**src/rtl/uart_rx_cfg.sv**
```systemverilog
// -----------------------------------------------------------------------------
// uart_rx_cfg
//   Parametrised oversampling UART receiver. Brings the asynchronous pad line
//   through a 2-flop synchroniser, finds start edges, rejects false starts,
//   shifts DATA_BITS payload bits LSB first, checks optional parity and one or
//   two stop bits, and flags break frames. A received word sits in a
//   valid/ready output register. A frame that completes while the previous
//   word is still unaccepted is dropped, and overrun pulses.
//
//   Optional build macro: UART_RX_MAJORITY_EN
//     defined     - each bit (start bit included) is the 2-of-3 majority of
//                   the samples at cnt OVERSAMPLE/2-1, /2 and /2+1. The value
//                   is resolved at /2+1.
//     not defined - each bit is a single sample taken at cnt OVERSAMPLE/2.
//
// Parameters
//   OVERSAMPLE  baud_tick pulses per bit time (even, >= 4)
//   DATA_BITS   payload bits per frame (5..9)
//   PARITY      0 none, 1 odd, 2 even
//   STOP_BITS   1 or 2
//
// Ports
//   clk            clock
//   rst_n          asynchronous active-low reset
//   baud_tick      oversample enable, one clk wide
//   rx             asynchronous serial line, idle high
//   data           received word, held while valid
//   valid          word available
//   ready          consumer takes the word when valid & ready
//   parity_error   parity mismatch status of the held word
//   framing_error  a stop bit of the held word sampled 0
//   overrun        one-clk pulse: a completed frame was dropped
//   break_detect   one-clk pulse: a break frame was received
// -----------------------------------------------------------------------------
module uart_rx_cfg #(
  parameter int OVERSAMPLE = 16,
  parameter int DATA_BITS  = 8,
  parameter int PARITY     = 0,
  parameter int STOP_BITS  = 1
) (
  input  logic                 clk,
  input  logic                 rst_n,
  input  logic                 baud_tick,
  input  logic                 rx,
  output logic [DATA_BITS-1:0] data,
  output logic                 valid,
  input  logic                 ready,
  output logic                 parity_error,
  output logic                 framing_error,
  output logic                 overrun,
  output logic                 break_detect
);

  localparam int CW = $clog2(OVERSAMPLE);
  localparam int BW = $clog2(DATA_BITS + 1);

  localparam logic [CW-1:0] CNT_LAST  = CW'(OVERSAMPLE - 1);
  localparam logic [CW-1:0] CNT_MID   = CW'(OVERSAMPLE / 2);
  localparam logic [BW-1:0] DATA_LAST = BW'(DATA_BITS - 1);
  localparam logic [BW-1:0] STOP_LAST = BW'(STOP_BITS - 1);

  generate
    if (OVERSAMPLE < 4 || (OVERSAMPLE % 2) != 0) begin : g_bad_oversample
      $error("uart_rx_cfg: OVERSAMPLE must be even and >= 4");
    end
    if (DATA_BITS < 5 || DATA_BITS > 9) begin : g_bad_data_bits
      $error("uart_rx_cfg: DATA_BITS must be 5..9");
    end
    if (PARITY < 0 || PARITY > 2) begin : g_bad_parity
      $error("uart_rx_cfg: PARITY must be 0, 1 or 2");
    end
    if (STOP_BITS < 1 || STOP_BITS > 2) begin : g_bad_stop_bits
      $error("uart_rx_cfg: STOP_BITS must be 1 or 2");
    end
  endgenerate

  typedef enum logic [2:0] {
    IDLE,
    START,
    DATA,
    PAR,
    STOP
  } state_t;

  state_t                 state, state_n;
  logic                   rx_meta, rx_s;
  logic [CW-1:0]          cnt;
  logic [BW-1:0]          bit_cnt;
  logic [DATA_BITS-1:0]   shreg;
  logic                   par_acc;     // XOR of data bits and parity bit
  logic                   par_bit;
  logic                   ferr_q;
  logic                   stop0_q;     // value of the first stop bit
  logic                   prev_rx;
  logic                   bit_val;     // resolved value of the current bit
  logic                   tick_mid;    // bit value is valid on this tick
  logic                   tick_end;    // last tick of the bit time
  logic                   frame_done;
  logic                   frame_perr;
  logic                   frame_ferr;
  logic                   frame_brk;
  logic                   stop0_val;

  // Two-flop synchroniser. It resets to the idle level so that leaving
  // reset does not look like a start edge.
  // NOTE: clocked state always uses non-blocking (<=). Each flop then
  // samples the value from before the edge, so the two stages really
  // delay the signal by two clocks instead of collapsing into one wire.
  always_ff @(posedge clk or negedge rst_n) begin
    if (!rst_n) begin
      rx_meta <= 1'b1;
      rx_s    <= 1'b1;
    end else begin
      rx_meta <= rx;
      rx_s    <= rx_meta;
    end
  end

`ifdef UART_RX_MAJORITY_EN
  localparam logic [CW-1:0] CNT_PRE     = CW'(OVERSAMPLE / 2 - 1);
  localparam logic [CW-1:0] CNT_RESOLVE = CW'(OVERSAMPLE / 2 + 1);

  logic samp_a, samp_b;

  always_ff @(posedge clk or negedge rst_n) begin
    if (!rst_n) begin
      samp_a <= 1'b1;
      samp_b <= 1'b1;
    end else if (baud_tick) begin
      if (cnt == CNT_PRE) samp_a <= rx_s;
      if (cnt == CNT_MID) samp_b <= rx_s;
    end
  end

  // The third vote is the live sample at CNT_RESOLVE.
  assign bit_val = (samp_a & samp_b) | (samp_a & rx_s) | (samp_b & rx_s);
`else
  localparam logic [CW-1:0] CNT_RESOLVE = CNT_MID;

  assign bit_val = rx_s;
`endif

  assign tick_mid = baud_tick && (cnt == CNT_RESOLVE);
  assign tick_end = baud_tick && (cnt == CNT_LAST);

  // Status of the frame that is completing on this tick.
  // A single stop bit is sampled on the completion tick itself, so its value
  // is not in stop0_q yet.
  assign stop0_val  = (bit_cnt == '0) ? bit_val : stop0_q;
  assign frame_ferr = ferr_q | ~bit_val;
  assign frame_perr = (PARITY == 1) ? ~par_acc :
                      (PARITY == 2) ?  par_acc : 1'b0;
  assign frame_brk  = (shreg == '0) && !par_bit && !stop0_val;

  always_ff @(posedge clk or negedge rst_n) begin
    if (!rst_n) state <= IDLE;
    else        state <= state_n;
  end

  // NOTE: every signal written in this block is given a default first.
  // Without the defaults, any path that skips an assignment would make
  // synthesis infer a latch.
  always_comb begin
    state_n    = state;
    frame_done = 1'b0;
    case (state)
      IDLE: begin
        // Arm only on a falling edge. After a break, prev_rx stays 0 until
        // the line has been seen high again.
        if (baud_tick && prev_rx && !rx_s) state_n = START;
      end
      START: begin
        if (tick_mid && bit_val) state_n = IDLE;   // false start
        else if (tick_end)       state_n = DATA;
      end
      DATA: begin
        if (tick_end && bit_cnt == DATA_LAST)
          state_n = (PARITY != 0) ? PAR : STOP;
      end
      PAR: begin
        if (tick_end) state_n = STOP;
      end
      STOP: begin
        // Finish at mid-bit of the last stop bit. The receiver is then idle
        // before the next start edge can arrive.
        if (tick_mid && bit_cnt == STOP_LAST) begin
          state_n    = IDLE;
          frame_done = 1'b1;
        end
      end
      default: state_n = IDLE;
    endcase
  end

  always_ff @(posedge clk or negedge rst_n) begin
    if (!rst_n) begin
      cnt     <= '0;
      bit_cnt <= '0;
      shreg   <= '0;
      par_acc <= 1'b0;
      par_bit <= 1'b0;
      ferr_q  <= 1'b0;
      stop0_q <= 1'b0;
      prev_rx <= 1'b1;
    end else begin
      if (state == IDLE || state_n == IDLE) cnt <= '0;
      else if (baud_tick)                   cnt <= (cnt == CNT_LAST) ? '0 : cnt + CW'(1);

      if (state == IDLE)  bit_cnt <= '0;
      else if (tick_end)  bit_cnt <= (state_n != state) ? '0 : bit_cnt + BW'(1);

      if (state == IDLE) begin
        if (baud_tick) prev_rx <= rx_s;
      end else if (state_n == IDLE) begin
        prev_rx <= bit_val;
      end

      if (tick_mid) begin
        case (state)
          START: begin
            par_acc <= 1'b0;
            par_bit <= 1'b0;
            ferr_q  <= 1'b0;
          end
          DATA: begin
            shreg   <= {bit_val, shreg[DATA_BITS-1:1]};
            par_acc <= par_acc ^ bit_val;
          end
          PAR: begin
            par_acc <= par_acc ^ bit_val;
            par_bit <= bit_val;
          end
          STOP: begin
            if (!bit_val)        ferr_q  <= 1'b1;
            if (bit_cnt == '0)   stop0_q <= bit_val;
          end
          default: ;
        endcase
      end
    end
  end

  // Output register. A completing frame is loaded when the slot is free, or
  // when the held word is being taken on the same clk. Otherwise it is dropped.
  always_ff @(posedge clk or negedge rst_n) begin
    if (!rst_n) begin
      data          <= '0;
      valid         <= 1'b0;
      parity_error  <= 1'b0;
      framing_error <= 1'b0;
      overrun       <= 1'b0;
      break_detect  <= 1'b0;
    end else begin
      overrun      <= 1'b0;
      break_detect <= 1'b0;
      if (frame_done) begin
        break_detect <= frame_brk;
        if (!valid || ready) begin
          data          <= shreg;
          parity_error  <= frame_perr;
          framing_error <= frame_ferr;
          valid         <= 1'b1;
        end else begin
          overrun <= 1'b1;
        end
      end else if (valid && ready) begin
        valid         <= 1'b0;
        parity_error  <= 1'b0;
        framing_error <= 1'b0;
      end
    end
  end

endmodule
```
**config.mk**
```make
export PLATFORM = sky130hd
export DESIGN_NAME = uart_rx_cfg
export DESIGN_NICKNAME = d
export VERILOG_FILES = /design/src/rtl/uart_rx_cfg.sv
export SDC_FILE = /design/constraint.sdc
export NUM_CORES = 1
export LEC_CHECK = 0
export ABC_CLOCK_PERIOD_IN_PS = 2400
export CAP_MARGIN = 40
export CORE_MARGIN = 8
export CORE_UTILIZATION = 45
export DETAILED_ROUTE_END_ITERATION = 7
export PLACE_DENSITY = 0.76
export SYNTH_ARGS = -nofsm -noshare
export SYNTH_HDL_FRONTEND = slang
export SYNTH_SLANG_ARGS = --single-unit
```
**constraint.sdc**
```tcl
create_clock -name clk -period 2.4 [get_ports clk]
set_input_delay 0.24 -clock clk [delete_from_list [all_inputs] [get_ports clk]]
set_output_delay 0.24 -clock clk [all_outputs]
set_load 0.01 [all_outputs]
```
-- Yosys cells after proc, flatten, opt, wreduce, memory -nomap -nowiden
Cells that the tools add are included.
- register bits: 38
- output and inout port bits: 13
- logic and storage cells: 96
- add/sub/neg operators: 2
- equality and inequality tests: 11
- multiplexer cells: 32
- bitwise gates (word level): 2
- reductions and logical operators: 33
- operators with widths (cell ; count):
    two-way mux 4 bit ; 6
    two-way mux 3 bit ; 6
    two-way mux 1 bit ; 17
    case mux 3 bit (5 select lines) ; 1
    AND reduction 2 bit ; 6
    nonzero test 2 bit ; 6
    logical AND 1 bit ; 10
    adder 4 x 1 -> 4 bit (second input constant) ; 2
    equality test 4 bit (second input constant) ; 2
    logical NOT 8 bit ; 1
    equality test 3 x 2 -> 1 bit (second input constant) ; 2
    logical NOT 3 bit ; 2
    equality test 4 x 3 -> 1 bit (second input constant) ; 1
    logical NOT 1 bit ; 4
    logical NOT 4 bit ; 1
    inequality test 2 bit (second input constant) ; 2
    case mux 1 bit (2 select lines) ; 2
    equality test 3 x 1 -> 1 bit (second input constant) ; 1
    equality test 3 bit (second input constant) ; 1
    inequality test 3 bit ; 1
    AND reduction 3 bit ; 1
    logical OR 1 bit ; 2
    inequality test 2 x 1 -> 1 bit (second input constant) ; 1
    NOT 1 bit ; 1
    OR 1 bit ; 1

-- Longest topological paths before layout
- word-level depth: 9
- mapped depth: 7
- depth with buffers taken out: 6

-- Worst setup path before layout
No wires, ideal clock.
- path kind: reg2reg
- start point: reg cnt[0]
- end point: reg shreg[0]
- arrival time: 1.624 ns
- required time: 2.275 ns
- slack: 0.651 ns
- stages on the path, launching flop included: 7
- buffers on the path: 1
- path through: dfrtp_1 > inv_1 > ha_1 > nand4b_4 > or3_1 > buf_6 > mux2_4
- cells in the longest elaborated chain, start to end: 3
- RTL lines (what ; line ; text):
    start: declaration ; 87 ; logic [CW-1:0] cnt;
    start signal: assignment ; 207 ; else if (baud_tick) cnt <= (cnt == CNT_LAST) ? '0 : cnt + CW'(1);
    equality test 4 bit ; 143 ; assign tick_mid = baud_tick && (cnt == CNT_RESOLVE);
    logical AND 1 bit ; 143 ;
    AND reduction 2 bit (no line) ; n/a ;
    end signal: assignment ; 226 ; shreg <= {bit_val, shreg[DATA_BITS-1:1]};
    end: declaration ; 89 ; logic [DATA_BITS-1:0] shreg;
No other way between the ends.
A chain may end at the register's enable or synchronous reset.

-- Worst setup path after layout
- start point: reg cnt[0]
- end point: reg shreg[2]
Same word-level chain as after synthesis.

==> summary.md <==
| Metric | Value |
|---|---|
| Status | finished clean |
| HP Class | reg2reg |
| Worst-path fanout max | 9 |
| Placer Congestion | 0.812 |
| All-Layer GR Usage | 11.2% |
| Final WL | 3210 um |
| Cell Area, Synth | 1790 um^2 |
| Pre-CTS setup slack | 369 ps |
| Vias in the first global route | 1,238 |
| Slowest cell on crit path | or3_1 |
| Sequential area share after synthesis | 50.6% |
| Max-slew violations | 0 |
| ANT cells | 0 |
| Startpoint Class | flop |
| Cts hold-fix bufs | 0 |
| CP Capture Type | flop |
| Die area | 6250 um^2 |
| Worst setup path class | reg2reg |
| Clk root buf | clkbuf_8 |
| Post-synthesis cell count | 155 |
| Register area | 905 um^2 |
| Clock Path Buffers | 2 |
| Clk sinks | 36 |
| Final ANT Viol Nets | 0 |
| Initial drt markers | 90 |
| Fillers | 343 |
| Rows | 23 |
| Post-synth top area cell | dfrtp_1 |
| CP bufs+invs | 1 |
| Arr. time, crit path | 2180 ps |
| Total of max-cap violations | 0 |
| Clock transition at path regs | 70 ps |
| Largest net degree at the start of global routing | 37 |
| I/O Buffers | 16 |
| Highest-count cells in the layout ignoring fill and taps | 33 x dfrtp_1, 16 x clkdlybuf4s50_1, 13 x nor2_1 |
| Die Y | 79.1 um |
| Register bit count reported by yosys | 36 |
| Layout Skew | 6.26 ps |
| Worst setup margin | 389 ps |
| Dpl hpwl | 2380 um |
| Proportion of layout cells with a drive suffix above 1 | 20.3% |
| Power density cells | 750 nW/um^2 |
| Critical Path RT | 2570 ps |
| Synth Net Count | 164 |
| Critical path's top delay family | simple AND/OR/NAND/NOR gates |
| 1st-pass router iterations | 4 |
| YS warnings | 0 |
| Pleak | 0.972 nW |
| Via density | 5.46 |
| Most common cell after layout, fill and taps aside | dfrtp_1 |
| RSZ-0062 raised after global routing | no |
| Number of synthesized flops with an enable pin | 0 |
| Fin crit share | 83.8% |
| Die X | 79.1 um |
| CTS H-tree depth | 2 |
| Post-layout min period | 2010 ps |
| Layout area overhead | 15.0% |
| WL/cell | 14.5 um |
| Top cells by area, synth | dfrtp_1 46%, mux2_2 6.3%, mux2_4 5.9% |
| Post CTS Setup Buffer Count | 0 |
| Initial core utilization | 45.7% |
| Yosys top cell area share | 46.2% |
| Post-synth top flop | dfrtp_1 |
| Max Freq | 0.497 GHz |
| Final hold viol count | 0 |
| Multi-input gate area | 790 um^2 |
| CP peak stage delay | 600 ps |
| TritonCTS clock tree | yes |
| Total gr overflow | 0 |
| CP cell instances | inv_1, ha_1, nand4b_4, or3_1, mux2_4 |
| VDD IR-drop max | 0.000336 V |
| Fin nets | 181 |
| Antenna violations before repair | 0 |
| DRC errors left | 0 |
| Distinct cell type count after synthesis | 47 |
| Core area | 3910 um^2 |
| Post-cts resize count | 0 |
| Global-route wire length before repair | 5620 um |
| Post-Syn Area per Cell | 11.5 um^2 |
| # IOs | 18 |
| Setup TNS | 0 ps |
| Asr flop ratio synth | 100% |
| Final setup violating endpoints | 0 |
| Clock Latency Late Sink | 280 ps |
| TritonCTS Buffers | 5 |
| Via count | 1,212 |
-- final timing paths --
path                       slack [ps]     from       end  cells after the start
hold reg to reg                   360  rx_meta   bit_val                      0
min in group asynchronous         370    rst_n   data[4]                      2
setup / recovery                  390   cnt[0]  shreg[2]                      5
max in group asynchronous        1690    rst_n   prev_rx                      2
hold / removal                    360  rx_meta   bit_val                      0
setup reg to reg                  390   cnt[0]  shreg[2]                      5
-- cells by family after synthesis --
family / count (synthesis) / synth area share [%]
AO/OA/AOI/OAI: 30 / 11.6
XOR/XNOR: 1 / 0.490
adder cells (fa/ha/maj): 4 / 2.80
buffers and inverters: 16 / 5.31
flip-flops: 36 / 50.6
multiplexers: 18 / 12.7
other: 1 / 0.210
AND/OR/NAND/NOR: 49 / 16.3
-- per-stage QoR --
stage	hold slack [ps]	utilization, %	area [um^2]	instances	power [W]
global route	360	52.6	2060	222	0.00165
finish	356	52.6	2060	222	0.00154
floorplan	-55.6	-	1790	155	0.00105
global placement	347	50.1	1960	215	0.00108
CTS	356	52.6	2060	222	0.00157
detailed placement	348	50.1	1960	215	0.00111
-- per-layer routing --
metal	wire, um	vias to the layer above	GRT usage, %
li1	-	583	-
met1	1430	592	12.9
met2	1530	29	18.4
met3	188	8	4.18
met4	65	0	4.44
met5	0	-	0
-- where the power goes --
part / switching (W) / internal, W
clock: 0.000191 / 0.000255
sequential: 0.000109 / 0.000685
combinational: 0.000162 / 0.000142
total: 0.000462 / 0.00108
-- final cells by class --
cell class	instances	area share, %
clock buffer	7	4.68
inverter	8	1.46
multi-input combinational	103	38.4
sequential	36	44.0
tap	50	3.04
timing repair buffer	18	8.51
-- registers in the layout, indices dropped and copies added, names as in the netlist --
register / flops
bit_cnt: 4
bit_val: 1
break_detect: 1
cnt: 4
data: 8
ferr_q: 1
framing_error: 1
overrun: 1
par_bit: 1
prev_rx: 1
rx_meta: 1
shreg: 8
state: 3
valid: 1
-- Yosys cell counts (4+ instances only) --
master	number
nand2_1	9
inv_1	8
dfrtp_1	33
mux2_4	7
mux2_2	10
a21oi_1	4
nor2_1	13
o21ai_0	9
ha_1	4
-- worst register-to-register path, cell delays in order, from the launching register on --
cell	delay, ps
dfrtp_1	440
inv_1	80
ha_1	220
nand4b_4	170
or3_1	600
mux2_4	370
(Power assumes the default switching activity.)
